### src/rtl/fp_adder_pkg.sv
// -----------------------------------------------------------------------------
// fp_adder_pkg
// Definitions shared by the FP adder datapath stages.
//   FP_WIDTH     : default operand width (single precision)
//   fsm_state_t  : frame-level state encoding (LOAD_A / LOAD_B / HOLD), also
//                  used by the serial output stage at the far end of the datapath
// -----------------------------------------------------------------------------
package fp_adder_pkg;

    localparam int FP_WIDTH = 32;

    typedef enum logic [1:0] {
        LOAD_A = 2'd0,
        LOAD_B = 2'd1,
        HOLD   = 2'd2
    } fsm_state_t;

endpackage : fp_adder_pkg

### src/rtl/operand_deserializer_shift_in_reg.sv
// -----------------------------------------------------------------------------
// shift_in_reg
// WIDTH-bit right-shift register, LSB-first serial load. Each enabled edge
// moves the contents one place toward bit 0 and puts i_bit into bit WIDTH-1,
// so after WIDTH shifts the first bit received sits in bit 0.
// Ports:
//   clk_in      : clock, rising edge
//   rst_in      : synchronous active-low reset, clears the register
//   i_shift_en  : shift enable
//   i_bit       : serial data bit
//   o_data      : register contents
// -----------------------------------------------------------------------------
module shift_in_reg #(
    parameter int WIDTH = 32
) (
    input  logic             clk_in,
    input  logic             rst_in,
    input  logic             i_shift_en,
    input  logic             i_bit,
    output logic [WIDTH-1:0] o_data
);

    logic [WIDTH-1:0] r_data;

    always_ff @(posedge clk_in) begin
        if (!rst_in) begin
            r_data <= '0;
        end else if (i_shift_en) begin
            r_data <= {i_bit, r_data[WIDTH-1:1]};
        end
    end

    assign o_data = r_data;

endmodule : shift_in_reg

### src/rtl/operand_deserializer.sv
// -----------------------------------------------------------------------------
// operand_deserializer
// Serial-in, parallel-out front end of the FP adder. Receives operand A then
// operand B (each LSB first) over a one-bit strobed link, then holds the pair
// until the adder core takes it.
// Ports:
//   clk_in           : clock, rising edge
//   rst_in           : synchronous active-low reset
//   serial_in        : serial data bit
//   serial_valid_in  : bit strobe; beat accepted when input_rdy is also 1
//   abort_in         : drops the current frame (or held pair), back to LOAD_A
//   take_in          : core consumes the pair; only honoured in HOLD
//   input_rdy        : 1 while a bit can be accepted (LOAD_A / LOAD_B)
//   operands_valid   : 1 while operand_a / operand_b hold a complete pair
//   loading_b        : 1 while operand B is being shifted in
//   operand_a/_b     : parallel operands
// -----------------------------------------------------------------------------
module operand_deserializer
    import fp_adder_pkg::*;
#(
    parameter int WIDTH = FP_WIDTH
) (
    input  logic             clk_in,
    input  logic             rst_in,
    input  logic             serial_in,
    input  logic             serial_valid_in,
    input  logic             abort_in,
    input  logic             take_in,
    output logic             input_rdy,
    output logic             operands_valid,
    output logic             loading_b,
    output logic [WIDTH-1:0] operand_a,
    output logic [WIDTH-1:0] operand_b
);

    localparam int CW = (WIDTH > 1) ? $clog2(WIDTH) : 1;
    localparam logic [CW-1:0] LAST_BEAT = CW'(WIDTH - 1);

    fsm_state_t    r_state;
    logic [CW-1:0] r_count;
    logic          r_input_rdy;
    logic          r_operands_valid;
    logic          r_loading_b;

    logic w_beat;
    logic w_shift_a;
    logic w_shift_b;

    // A beat coinciding with abort is dropped, so abort masks the shift enables.
    assign w_beat    = serial_valid_in & r_input_rdy & ~abort_in;
    assign w_shift_a = w_beat & (r_state == LOAD_A);
    assign w_shift_b = w_beat & (r_state == LOAD_B);

    shift_in_reg #(.WIDTH(WIDTH)) u_shift_a (
        .clk_in     (clk_in),
        .rst_in     (rst_in),
        .i_shift_en (w_shift_a),
        .i_bit      (serial_in),
        .o_data     (operand_a)
    );

    shift_in_reg #(.WIDTH(WIDTH)) u_shift_b (
        .clk_in     (clk_in),
        .rst_in     (rst_in),
        .i_shift_en (w_shift_b),
        .i_bit      (serial_in),
        .o_data     (operand_b)
    );

    // Status outputs are updated alongside the state so each is a registered
    // decode of it, with no input-to-output combinational path.
    always_ff @(posedge clk_in) begin
        if (!rst_in) begin
            r_state          <= LOAD_A;
            r_count          <= '0;
            r_input_rdy      <= 1'b1;
            r_operands_valid <= 1'b0;
            r_loading_b      <= 1'b0;
        end else if (abort_in) begin
            // Also discards a held pair; wins over a simultaneous take.
            r_state          <= LOAD_A;
            r_count          <= '0;
            r_input_rdy      <= 1'b1;
            r_operands_valid <= 1'b0;
            r_loading_b      <= 1'b0;
        end else begin
            case (r_state)
                LOAD_A: begin
                    if (w_beat) begin
                        if (r_count == LAST_BEAT) begin
                            r_count     <= '0;
                            r_state     <= LOAD_B;
                            r_loading_b <= 1'b1;
                        end else begin
                            r_count <= r_count + 1'b1;
                        end
                    end
                end
                LOAD_B: begin
                    if (w_beat) begin
                        if (r_count == LAST_BEAT) begin
                            r_count          <= '0;
                            r_state          <= HOLD;
                            r_operands_valid <= 1'b1;
                            r_input_rdy      <= 1'b0;
                            r_loading_b      <= 1'b0;
                        end else begin
                            r_count <= r_count + 1'b1;
                        end
                    end
                end
                HOLD: begin
                    if (take_in) begin
                        r_state          <= LOAD_A;
                        r_operands_valid <= 1'b0;
                        r_input_rdy      <= 1'b1;
                    end
                end
                default: begin
                    r_state          <= LOAD_A;
                    r_count          <= '0;
                    r_input_rdy      <= 1'b1;
                    r_operands_valid <= 1'b0;
                    r_loading_b      <= 1'b0;
                end
            endcase
        end
    end

    assign input_rdy      = r_input_rdy;
    assign operands_valid = r_operands_valid;
    assign loading_b      = r_loading_b;

endmodule : operand_deserializer

### config.mk
export PLATFORM = sky130hd
export DESIGN_NAME = operand_deserializer
export DESIGN_NICKNAME = d
export VERILOG_FILES = /design/src/rtl/fp_adder_pkg.sv /design/src/rtl/operand_deserializer_shift_in_reg.sv /design/src/rtl/operand_deserializer.sv
export SDC_FILE = /design/constraint.sdc
export NUM_CORES = 1
export LEC_CHECK = 0
export ABC_AREA = 0
export ABC_CLOCK_PERIOD_IN_PS = 2500
export CAP_MARGIN = 20
export CORE_MARGIN = 2
export CORE_UTILIZATION = 52
export DETAILED_ROUTE_END_ITERATION = 12
export PLACE_DENSITY = 0.85
export SYNTH_ARGS = -nofsm -noshare
export SYNTH_HDL_FRONTEND = slang
export SYNTH_SLANG_ARGS = --single-unit
export TNS_END_PERCENT = 100
### constraint.sdc
create_clock -name clk_in -period 2.5 [get_ports clk_in]
set_input_delay 0.5 -clock clk_in [delete_from_list [all_inputs] [get_ports clk_in]]
set_output_delay 0.5 -clock clk_in [all_outputs]
set_load 0.02 [all_outputs]
Yosys cells after proc, flatten, opt, wreduce, memory -nomap -nowiden:

Cells that the tools add are included.

* register bits: 74
* input port bits: 6
* output and inout port bits: 67
* logic and storage cells: 50

* add/sub/neg operators: 1
* equality and inequality tests: 9
* muxes and demuxes: 18
* bitwise logic cells: 8
* reduce and logical (&&, ||, !) cells: 7

Operators by type and width (number)
* 2-bit 2-to-1 mux: 5
* 5-bit 2-to-1 mux: 2
* 5-bit case mux with 2 select lines: 1
* 5-bit AND reduction: 2
* 1-bit case mux with 3 select lines: 3
* 1-bit 2-to-1 mux: 6
* 2-bit by 1-bit != test with 1-bit output, second input constant: 3
* 2-bit != test, second input constant: 3
* 2-bit case mux with 3 select lines: 1
* 5-bit by 1-bit adder with 5-bit output, second input constant: 1
* 5-bit equality test, second input constant: 1
* 1-bit bitwise AND: 4
* 1-bit inverter: 4
* 4-bit AND reduction: 1
* 2-bit OR reduction: 2
* 2-bit by 1-bit equality test with 1-bit output, second input constant: 1
* 2-bit equality test, second input constant: 1
* 2-bit zero test: 1
* 2-bit AND reduction: 1

Longest topological paths before layout:

Gate-level depths: netlist of the first run.

* depth after elaboration: 4
* mapped depth: 6
* gate-level depth less buffers: 6

Modules after synthesis:

From an unflattened synthesis of the first run, not the netlist that was laid out.

* cell total of the unflattened synthesis: 266
* area, all modules: 3005.4 µm²

By module, submodules not included
* shift_in_reg: instances 2, cells each 103, area each 1243.7 µm², sequential area each 640.6 µm²
* operand_deserializer: instances 1, cells each 60, area each 518.0 µm², sequential area each 200.2 µm²

Least setup slack after synthesis of the first run:

No wires, ideal clock.

* kind: flip-flop to flip-flop
* from: reg r_count[0]
* to: reg r_count[2]
* setup time: 74 ps
* arrival time: 1567 ps
* required time: 2426 ps
* slack: 858 ps
* cell stages (with the launch flop): 6
* buffers on the path: 0
* period minus slack after synthesis: 1642 ps
* cells stage by stage: dfxtp_1 ha_1 and3_1 ha_1 or4b_1 a31oi_1

* longest elaborated chain between the ends: 4
* elaborated cells between the ends (all ways): 5
* classes of those cells: add/sub (1); eq/ne (1); mux (3)

Ends and longest elaborated chain
* from (decl): RTL line operand_deserializer.sv:40 `logic [CW-1:0] r_count;`
* from (signal assigned): RTL line operand_deserializer.sv:95 `r_count <= r_count + 1'b1;`
* from (signal assigned): RTL line operand_deserializer.sv:108 `r_count <= r_count + 1'b1;`
* 5-bit by 1-bit adder with 5-bit output or 5-bit equality test (tied branches)
* 5-bit 2-to-1 mux *: RTL line operand_deserializer.sv:90, operand_deserializer.sv:101
* 5-bit 2-to-1 mux *: RTL line operand_deserializer.sv:89 `if (w_beat) begin`
* 5-bit case mux with 2 select lines *: RTL line operand_deserializer.sv:87 `case (r_state)`

Every way passes the cells marked *; elsewhere a longest branch is shown, timed or not. The select of a mux whose other input is x is not followed.
A chain may end at the register's enable or synchronous reset.

Final worst setup path of the first run:

* from: reg r_input_rdy, in the netlist input_rdy
* to: out input_rdy

RTL lines
* from (decl): RTL line operand_deserializer.sv:41 `logic r_input_rdy;`
* from (signal assigned): RTL line operand_deserializer.sv:76 `r_input_rdy <= 1'b1;`
* from (signal assigned): RTL line operand_deserializer.sv:83 `r_input_rdy <= 1'b1;`
* from (signal assigned): RTL line operand_deserializer.sv:105 `r_input_rdy <= 1'b0;`
* to (decl): RTL line operand_deserializer.sv:29 `output logic input_rdy,`

No word-level cell between the ends.

==> flow_metrics.py, run 1 <==
metrics = {
    "outcome": {
        "outcome": "complete, no violations",
    },
    "worst_setup_path": {
        "critPathMaxStageDelay_ps": 650,
        "worst-endpoint-required_ps": 2000,
        "startpoint_type": "register",
        "critical_path.endpoint_type": "output port",
        "timing.critical_path.cells": "clkdlybuf4s50_1",
        "crit_fanout": 6,
        "r2r-start": "r_count[0]",
        "reg2reg_slack_ps": 620,
        "path_buf_inv": 1,
        "regToRegEndpoint": "r_count[3]",
        "timing.critical_path.slowest_stage_cell": "sky130_fd_sc_hd__clkdlybuf4s50_1",
        "arrival_ps": 1440,
        "timing.critical_path.max_delay_family": "buffers and inverters",
        "crit_type": "reg2out",
        "r2r.worst_path.cells": 5,
    },
    "synthesis": {
        "yosys_warnings": 0,
        "post-synth-top-area-cell": "sky130_fd_sc_hd__dfxtp_1",
        "cells_taking_the_most_area_after_synthesis": "sky130_fd_sc_hd__dfxtp_1 (50%), sky130_fd_sc_hd__nand3_1 (12%), sky130_fd_sc_hd__a21oi_1 (12%)",
        "ys_seq_elements": 74,
        "synth_fp_nets": 357,
        "synth-seq-area-share": 0.505,
        "synth_top_area_share": 0.505,
        "synth-edff-count": 0,
        "ys_types": 32,
        "synthCells": 349,
        "synthArstFlopShare": 0,
        "avgSynthCellArea_um2": 8.41,
        "most_common_cell_in_the_netlist": "sky130_fd_sc_hd__dfxtp_1",
        "postSynth.topFlopCell": "sky130_fd_sc_hd__dfxtp_1",
        "netlist_area_mm2": 0.00293,
        "yosys-top-cells-count": "sky130_fd_sc_hd__dfxtp_1 (74), sky130_fd_sc_hd__nand3_1 (70), sky130_fd_sc_hd__a21oi_1 (69)",
    },
    "clock_network": {
        "cts.htree.levels": 3,
        "cts.root.buffer_cell": "sky130_fd_sc_hd__clkbuf_8",
        "ctsLongestPathBuffers": 2,
        "cts_resizes": 0,
        "clock_latency_reported_for_the_late_side_of_the_worst_skew_pair_ps": 350,
        "post-cts-setup-buffers": 0,
        "tritoncts_num_sinks": 74,
        "postCtsHoldBufs": 0,
        "clkTransAtPathRegs_ps": 70,
        "tritoncts_clock_tree": "yes",
        "number_of_buffers_inserted_during_clock_tree_synthesis": 9,
    },
    "placement": {
        "dp_hpwl_mm": 4.21,
        "gpl.final_weighted_congestion": 0.788,
        "port-buffer-count": 72,
    },
    "sta": {
        "clock-skew-final_ps": 9.79,
        "period_share": 0.776,
        "worst_slew_pin_slew_ps": 994,
        "setup_viol": 0,
        "slew_headroom": 0.336,
        "rsz0062_at_grt": "no",
        "timing.setup.tns_ps": 0,
        "slew_violations": 0,
        "final_period_minus_worst_setup_slack_ps": 1940,
        "max_clock_freq_mhz": 516,
        "hold_viol_final": 0,
    },
    "finish": {
        "seqCellArea_mm2": 0.00148,
        "antenna_cells_inserted": 0,
        "multiInputGateArea_mm2": 0.00127,
        "layout-drive-gt1-share": 0.0688,
        "post-route-util": 0.707,
        "nFillCells": 435,
        "layout-area-overhead-vs-synth_pct": 31.9,
        "design.final.nets": 410,
    },
    "floorplanning": {
        "number_of_rows_in_the_core_area": 27,
        "start_util": 0.536,
        "chipHeight_um": 79.1,
        "fp.dieW_um": 79.1,
        "die_footprint_mm2": 0.00626,
        "core_area_mm2": 0.00547,
        "num_io_pins": 73,
    },
    "global_route": {
        "grt_pass1_wl_mm": 11.5,
        "first_global_vias": 2431,
        "grt_overflow": 0,
        "gr-usage-all-layers": 0.232,
        "antenna_violations_before_repair": 0,
        "largest_net_degree_at_the_start_of_global_routing": 70,
    },
    "power": {
        "largest_vdd_supply_drop_uv": 374,
        "leakage_nw": 1.20,
        "power_internal_w": 0.00179,
        "power_density_mw_per_mm2": 596,
        "power.share.combinational": 0.036,
        "flop_pwr_share": 0.511,
        "p_clk_frac": 0.453,
        "switching_power_summed_over_all_nets_w": 0.000514,
        "netSwitchingFraction": 0.223,
    },
    "min_path": {
        "min_delay_path_depth": 2,
        "worst_hold_path.endpoint": "operands_valid",
        "hp-start": "operands_valid",
        "worst_hold_path_type": "reg2reg",
    },
    "drt": {
        "routed-via-count": 2838,
        "first_pass_iters": 5,
        "route.final.wire_length_mm": 7.08,
        "mean_routed_wirelength_per_cell_um": 14.8,
        "drt_iter0_markers": 309,
        "via_per_inst": 5.92,
        "route.antenna.remaining_nets": 0,
        "drt_drc_violations_left": 0,
    },
    "job": {
        "max_cap_violations": 0,
    },
}
[kinds of logic (layout without fill, tap and decap cells)]
group           Yosys count  in the layout  share of synthesized area
compound gates          140            140                      0.243
simple gates             92             92                      0.174
flops                    74             74                      0.505
buf+inv                  39             97                     0.0627
fa+ha+maj                 2              2                    0.00853
xor+xnor                  1              1                    0.00299
mux                       1              1                    0.00341
[metal layers]
metal,track usage,part of all wire,up-vias
li1,-,-,1368
met1,0.330,0.46,1336
met3,0.0409,0.062,14
met2,0.332,0.46,120
met4,0.131,0.023,0
met5,0,0,-
[flip-flops by register name (all words and copies together), names as in the netlist]
signal and count:
u_shift_a.o_data 32, u_shift_b.o_data 32, r_count 5, r_state 2, input_rdy 1, loading_b 1, operands_valid 1
[cell usage in the layout (no fill, tap or decap), types with 3 or more instances in the layout]
cell	n
sky130_fd_sc_hd__o21ai_1	5
sky130_fd_sc_hd__o21ai_0	60
sky130_fd_sc_hd__a21oi_1	69
sky130_fd_sc_hd__nand2_1	5
sky130_fd_sc_hd__dfxtp_1	73
sky130_fd_sc_hd__buf_4	4
sky130_fd_sc_hd__clkdlybuf4s50_1	72
sky130_fd_sc_hd__a31oi_1	3
sky130_fd_sc_hd__nand3_1	70
sky130_fd_sc_hd__clkbuf_8	10
[how the worst max path moves through the flow]
| stage | start | end | depth (start not counted) | slack [ps] |
|---|---|---|---|---|
| floorplan | r_count[0] | r_count[2] | 5 | 860 |
| global placement | serial_valid_in | u_shift_a.o_data[31] | 5 | 380 |
| detailed placement | serial_valid_in | u_shift_a.o_data[17] | 5 | 340 |
| CTS | input_rdy | input_rdy | 1 | 540 |
| global route | r_count[0] | loading_b | 6 | 480 |
| finish | input_rdy | input_rdy | 1 | 560 |
[through the flow]
stage / area [µm²] / hold slack, ps / cells / setup WS (ps) / total power (W)
2_1_floorplan: 2930 / 448 / 349 / 858 / 0.00126
5_1_grt: 3870 / 487 / 479 / 485 / 0.00238
3_5_place_dp: 3640 / 446 / 463 / 336 / 0.00129
3_3_place_gp: 3640 / 445 / 463 / 384 / 0.00129
4_1_cts: 3870 / 457 / 479 / 542 / 0.00231
6_report: 3870 / 458 / 479 / 561 / 0.00231
[area by class of cell]
| class | count | area share |
|---|---|---|
| Clock buffer | 10 | 0.0356 |
| Clock inverter | 6 | 0.0233 |
| Inverter | 3 | 0.00291 |
| Multi-Input combinational cell | 236 | 0.328 |
| Sequential cell | 74 | 0.383 |
| Tap cell | 72 | 0.0233 |
| Timing Repair Buffer | 78 | 0.204 |
[power by group through the flow]
stage | clock (W) | sequential [W] | combinational, W
floorplan | 0 | 0.00121 | 0.0000544
global route | 0.00111 | 0.00118 | 0.0000895
detailed placement | 0 | 0.00121 | 0.0000813
finish | 0.00104 | 0.00118 | 0.0000830
CTS | 0.00105 | 0.00118 | 0.0000816
global placement | 0 | 0.00121 | 0.0000814
No activity file was read; power rests on OpenSTA's default activity.
==> run 2, diff against run 1 <==
Settings changed: ABC_CLOCK_PERIOD_IN_PS 2500 to 1800, CORE_UTILIZATION 52 to 49, PLACE_DENSITY 0.85 to 0.81.
Clock period 2.5 ns to 1.8 ns, I/O delays scaled along.
==> run 2 against run 1 <==
  * Setup slack worse by 500 ps
  * Highest routed layer unchanged
  * Non-clock buffer count is 11 higher
  * Combinational power increased by 60%
  * Clock power is 25% higher
  * Clock skew is 4.0 ps higher
  * Critical endpoint is now operand_a[31]
  * First-iteration DRC count decreased by 38%
  * Via count shrank 1.3%
  * Power grew 33%
  * Final cell count up 2.9%
  * Utilization down 2.8 points
  * Sequential share of layout area fell by 0.98 points
==> flow_metrics.py, run 2 (synthesis gave the netlist of run 1 again) <==
metrics = {
    "clock_network": {
        "ctsLongestPathBuffers": 2,
        "clock_latency_reported_for_the_late_side_of_the_worst_skew_pair_ps": 340,
        "clkTransAtPathRegs_ps": 90,
        "tritoncts_num_sinks": 74,
        "tritoncts_clock_tree": "yes",
        "cts.htree.levels": 3,
        "postCtsHoldBufs": 0,
        "cts.root.buffer_cell": "sky130_fd_sc_hd__clkbuf_8",
        "number_of_buffers_inserted_during_clock_tree_synthesis": 9,
    },
    "finish": {
        "layout-drive-gt1-share": 0.0957,
        "antenna_cells_inserted": 0,
        "mostFrequentLayoutCells": "sky130_fd_sc_hd__dfxtp_1 (73), sky130_fd_sc_hd__clkdlybuf4s50_1 (71), sky130_fd_sc_hd__nand3_1 (70)",
        "design.final.nets": 421,
        "final_standard_cell_area_without_fillers_mm2": 0.00397,
        "layout-area-overhead-vs-synth_pct": 35.4,
        "layout.cells.most_common": "sky130_fd_sc_hd__dfxtp_1",
        "post-route-util": 0.679,
    },
    "worst_setup_path": {
        "critical_path.endpoint_type": "output port",
        "arrival_ps": 1380,
        "crit_fanout": 3,
        "timing.critical_path.slowest_stage_cell": "sky130_fd_sc_hd__clkdlybuf4s50_1",
        "startpoint_type": "register",
        "path_buf_inv": 1,
        "critPathMaxStageDelay_ps": 640,
        "timing.critical_path.cells": "clkdlybuf4s50_1",
        "crit_type": "reg2out",
        "timing.critical_path.max_delay_family": "buffers and inverters",
        "worst-endpoint-required_ps": 1440,
    },
    "sta": {
        "final_period_minus_worst_setup_slack_ps": 1740,
        "hold_ws_ps": 459,
        "setup_viol": 0,
        "slew_violations": 0,
        "period_share": 0.966,
        "clock-skew-final_ps": 13.8,
        "slew_headroom": 0.744,
        "worst_slew_pin_slew_ps": 384,
        "max_clock_freq_mhz": 575,
        "rsz0062_at_grt": "no",
        "hold_viol_final": 0,
    },
    "drt": {
        "first_pass_iters": 5,
        "drt_iter0_markers": 193,
        "mean_routed_wirelength_per_cell_um": 14.8,
        "via_per_inst": 5.68,
        "route.final.wire_length_mm": 7.31,
        "drt_drc_violations_left": 0,
        "routed-via-count": 2801,
        "route.antenna.remaining_nets": 0,
    },
    "global_route": {
        "globalRouteMet2Util": 0.356,
        "grt_pass1_wl_mm": 11.7,
        "grt_overflow": 0,
        "groute.layer.met1.usage": 0.295,
        "grt.busiest_layer": "met2",
        "largest_net_degree_at_the_start_of_global_routing": 39,
        "antenna_violations_before_repair": 0,
        "gr-usage-all-layers": 0.228,
        "first_global_vias": 2496,
        "met3_track_usage_gr": 0.0700,
    },
    "floorplanning": {
        "chipHeight_um": 81.4,
        "num_io_pins": 73,
        "fp.dieW_um": 81.4,
        "number_of_rows_in_the_core_area": 28,
        "die_footprint_mm2": 0.00662,
        "start_util": 0.501,
        "core_area_mm2": 0.00585,
    },
    "placement": {
        "port-buffer-count": 72,
        "dp_hpwl_mm": 4.63,
        "gpl.final_weighted_congestion": 0.820,
        "dpl-instance-area_mm2": 0.00376,
    },
    "job": {
        "max_cap_violations": 0,
    },
    "outcome": {
        "outcome": "complete, no violations",
    },
    "power": {
        "final_power_w": 0.00307,
        "power_density_mw_per_mm2": 774,
        "largest_vdd_supply_drop_uv": 424,
        "leakage_nw": 1.25,
    },
    "min_path": {
        "worst_hold_path_type": "reg2reg",
    },
}
[run 2: where the power goes]
group / leakage [nW] / internal [W] / total (W) / switching (W)
Combinational: 0.555 / 0.0000484 / 0.000133 / 0.0000846
Sequential: 0.596 / 0.00164 / 0.00164 / 0.00000211
Clock: 0.0945 / 0.000677 / 0.00130 / 0.000623
Total: 1.25 / 0.00236 / 0.00307 / 0.000709
[run 2: stage by stage]
stage / setup TNS, ps / setup slack (ps) / cells
6_report: 0 / 61.1 / 493
5_1_grt: 0 / 14.4 / 493
4_1_cts: 0 / 55.0 / 492
3_5_place_dp: -488 / -81.8 / 476
3_3_place_gp: 0 / 9.66 / 476
2_1_floorplan: 0 / 158 / 349
[run 2: timing repair]
item / in CTS / in global routing
gates resized for setup: 1 / 1
endpoints found under the hold margin: 0 / 0
endpoints found under the setup margin: 1 / 1
setup buffers: 0 / 1
[run 2: routing by layer]
metal,share of wire,vias up,routed length [µm]
li1,-,1387,-
met1,0.43,1318,3170
met2,0.49,85,3620
met3,0.059,11,432
met4,0.012,0,86
met5,0,-,0
[run 2: worst paths after layout]
| kind | from | end | slack, ps | depth (start not counted) |
|---|---|---|---|---|
| worst max-delay path | u_shift_a.o_data[31] | operand_a[31] | 60 | 1 |
| worst max register to register | r_count[1] | loading_b | 130 | 6 |
| worst min register to register | operands_valid | operands_valid | 460 | 2 |
| worst min-delay path | operands_valid | operands_valid | 460 | 2 |
[run 2: final cells by class]
class | count | area, µm²
clock inverter | 6 | 66.3
clock buffer | 10 | 138
inverter | 3 | 11.3
fill | 478 | 1880
multi-input combinational | 236 | 1270
tap | 75 | 93.8
timing repair buffer | 89 | 910
sequential | 74 | 1480
==> run 3, diff against run 2 <==
Settings changed: ABC_CLOCK_PERIOD_IN_PS 1800 to 1600, CAP_MARGIN 20 to 10.
Clock period 1.8 ns to 1.6 ns, I/O delays scaled along.
==> run 3 against run 2 <==
  * Sequential power up 13%
  * Final cell count unchanged
  * Utilization down 1.3 points
  * Via count up 1.1%
  * Clock-buffer cell count unchanged
  * Global-route usage up 0.23 points
  * Power up 13%
  * Non-clock buffer count unchanged
  * Register-to-register slack worse by 110 ps
  * Critical path depth up 4
  * Worst hold slack better by 3.9 ps
  * Routed wire length up 0.57%
==> flow_metrics.py, run 3 (synthesis gave the netlist of run 1 again) <==
metrics = {
    "outcome": {
        "outcome": "complete, no violations",
    },
    "floorplanning": {
        "chipHeight_um": 81.4,
        "num_io_pins": 73,
        "number_of_rows_in_the_core_area": 28,
        "fp.dieW_um": 81.4,
        "core_area_mm2": 0.00585,
        "die_footprint_mm2": 0.00662,
        "start_util": 0.501,
    },
    "finish": {
        "layout.cells.most_common": "sky130_fd_sc_hd__dfxtp_1",
        "layout-drive-gt1-share": 0.115,
        "antenna_cells_inserted": 0,
        "design.final.nets": 421,
        "layout-area-overhead-vs-synth_pct": 32.8,
        "nFillCells": 507,
        "mostFrequentLayoutCells": "sky130_fd_sc_hd__dfxtp_1 (71), sky130_fd_sc_hd__nand3_1 (70), sky130_fd_sc_hd__a21oi_1 (68)",
    },
    "worst_setup_path": {
        "reg2reg_slack_ps": 20,
        "timing.critical_path.cells": "ha_4 -> and3_4 -> ha_4 -> or4b_4 -> a31oi_2",
        "startpoint_type": "register",
        "timing.critical_path.mode_cell": "sky130_fd_sc_hd__ha_4",
        "crit_type": "reg2reg",
        "crit_fanout": 6,
        "arrival_ps": 1860,
        "worst-endpoint-required_ps": 1880,
        "critPathMaxStageDelay_ps": 490,
        "timing.critical_path.slowest_stage_cell": "sky130_fd_sc_hd__or4b_4",
        "path_buf_inv": 0,
        "critical_path.endpoint_type": "register",
        "timing.critical_path.max_delay_family": "simple AND/OR/NAND/NOR gates",
    },
    "job": {
        "max_cap_violations": 0,
    },
    "global_route": {
        "antenna_violations_before_repair": 0,
        "gr-usage-all-layers": 0.230,
        "grt_pass1_wl_mm": 11.9,
        "largest_net_degree_at_the_start_of_global_routing": 65,
        "grt_overflow": 0,
        "first_global_vias": 2516,
    },
    "sta": {
        "final_period_minus_worst_setup_slack_ps": 1580,
        "setup_viol": 0,
        "max_clock_freq_mhz": 631,
        "period_share": 0.990,
        "clock-skew-final_ps": 9.66,
        "worst_slew_pin_slew_ps": 452,
        "slew_violations": 0,
        "hold_viol_final": 0,
        "hold_ws_ps": 463,
        "slew_headroom": 0.699,
        "timing.setup.tns_ps": 0,
        "rsz0062_at_grt": "yes",
    },
    "power": {
        "netSwitchingFraction": 0.235,
        "largest_vdd_supply_drop_uv": 549,
        "leakage_nw": 1.56,
        "p_clk_frac": 0.428,
        "power_density_mw_per_mm2": 888,
        "power_internal_w": 0.00265,
        "switching_power_summed_over_all_nets_w": 0.000813,
        "power.share.combinational": 0.039,
        "flop_pwr_share": 0.533,
    },
    "clock_network": {
        "clock_latency_reported_for_the_late_side_of_the_worst_skew_pair_ps": 350,
        "cts.root.buffer_cell": "sky130_fd_sc_hd__clkbuf_8",
        "cts.htree.levels": 3,
        "clkTransAtPathRegs_ps": 80,
        "tritoncts_clock_tree": "yes",
        "ctsLongestPathBuffers": 2,
        "tritoncts_num_sinks": 74,
        "number_of_buffers_inserted_during_clock_tree_synthesis": 9,
        "postCtsHoldBufs": 0,
    },
    "placement": {
        "gpl.final_weighted_congestion": 0.748,
        "dp_hpwl_mm": 4.54,
        "port-buffer-count": 72,
    },
    "drt": {
        "mean_routed_wirelength_per_cell_um": 14.9,
        "route.antenna.remaining_nets": 0,
        "via_per_inst": 5.74,
        "first_pass_iters": 5,
        "drt_iter0_markers": 266,
        "route.final.wire_length_mm": 7.35,
        "drt_drc_violations_left": 0,
        "routed-via-count": 2832,
    },
    "min_path": {
        "worst_hold_path_type": "reg2reg",
    },
}
-- run 3: cell types whose count changed in the layout (fill, tap and decap cells not counted), moves of 2 or more --
cell / change
sky130_fd_sc_hd__clkdlybuf4s50_1: -66
sky130_fd_sc_hd__dlygate4sd2_1: +66
sky130_fd_sc_hd__buf_12: -3
sky130_fd_sc_hd__buf_4: +3
sky130_fd_sc_hd__dfxtp_1: -2
sky130_fd_sc_hd__dfxtp_2: +2
sky130_fd_sc_hd__ha_4: +2
-- run 3: worst paths after layout --
path | startpoint | endpoint | cells after the start
min reg2reg | operands_valid | operands_valid | 2
max reg2reg | r_count[0] | r_count[2] | 5
max | r_count[0] | r_count[2] | 5
min | operands_valid | operands_valid | 2
-- run 3: repair_timing --
action,CTS,global route
pin swaps,3,5
buffers inserted,0,1
gates resized for setup,71,5
endpoints found under the setup margin,72,6
-- run 3: worst min-delay path, delay by kind of cell, from the launching register on --
family          cells  cell delay [ps]
simple gates        1               50
flops               1              310
compound gates      1               50
-- run 3: power by group through the flow --
stage | clock (W) | combinational (W) | sequential (W)
after floorplan | 0 | 0.0000850 | 0.00189
after global placement | 0 | 0.000134 | 0.00189
after detailed placement | 0 | 0.000134 | 0.00189
after CTS | 0.00149 | 0.000133 | 0.00184
after global routing | 0.00159 | 0.000147 | 0.00185
final | 0.00148 | 0.000135 | 0.00185
-- run 3: per-stage QoR --
stage,utilization,area [µm²],power [W],instances,setup WS [ps]
2_1_floorplan,-,2940,0.00197,349,8.24
3_3_place_gp,0.637,3730,0.00202,476,-157
3_5_place_dp,0.637,3730,0.00202,476,-216
4_1_cts,0.661,3860,0.00347,492,0.508
5_1_grt,0.666,3900,0.00358,493,-22.2
6_report,0.666,3900,0.00346,493,15.3
-- run 3: final cells by class --
| class | count | area (µm²) | area share |
|---|---|---|---|
| Multi-Input combinational cell | 236 | 1320 | 0.338 |
| Timing Repair Buffer | 89 | 790 | 0.203 |
| Sequential cell | 74 | 1490 | 0.381 |
| Clock inverter | 6 | 63.8 | 0.0164 |
| Inverter | 3 | 11.3 | 0.00289 |
| Clock buffer | 10 | 138 | 0.0353 |
| Tap cell | 75 | 93.8 | 0.0241 |
-- run 3: layer usage --
layer / share of wire / up-vias / track usage
li1: - / 1388 / -
met1: 0.46 / 1358 / 0.304
met2: 0.47 / 78 / 0.361
met3: 0.053 / 8 / 0.0578
met4: 0.013 / 0 / 0.0898
met5: 0 / - / 0
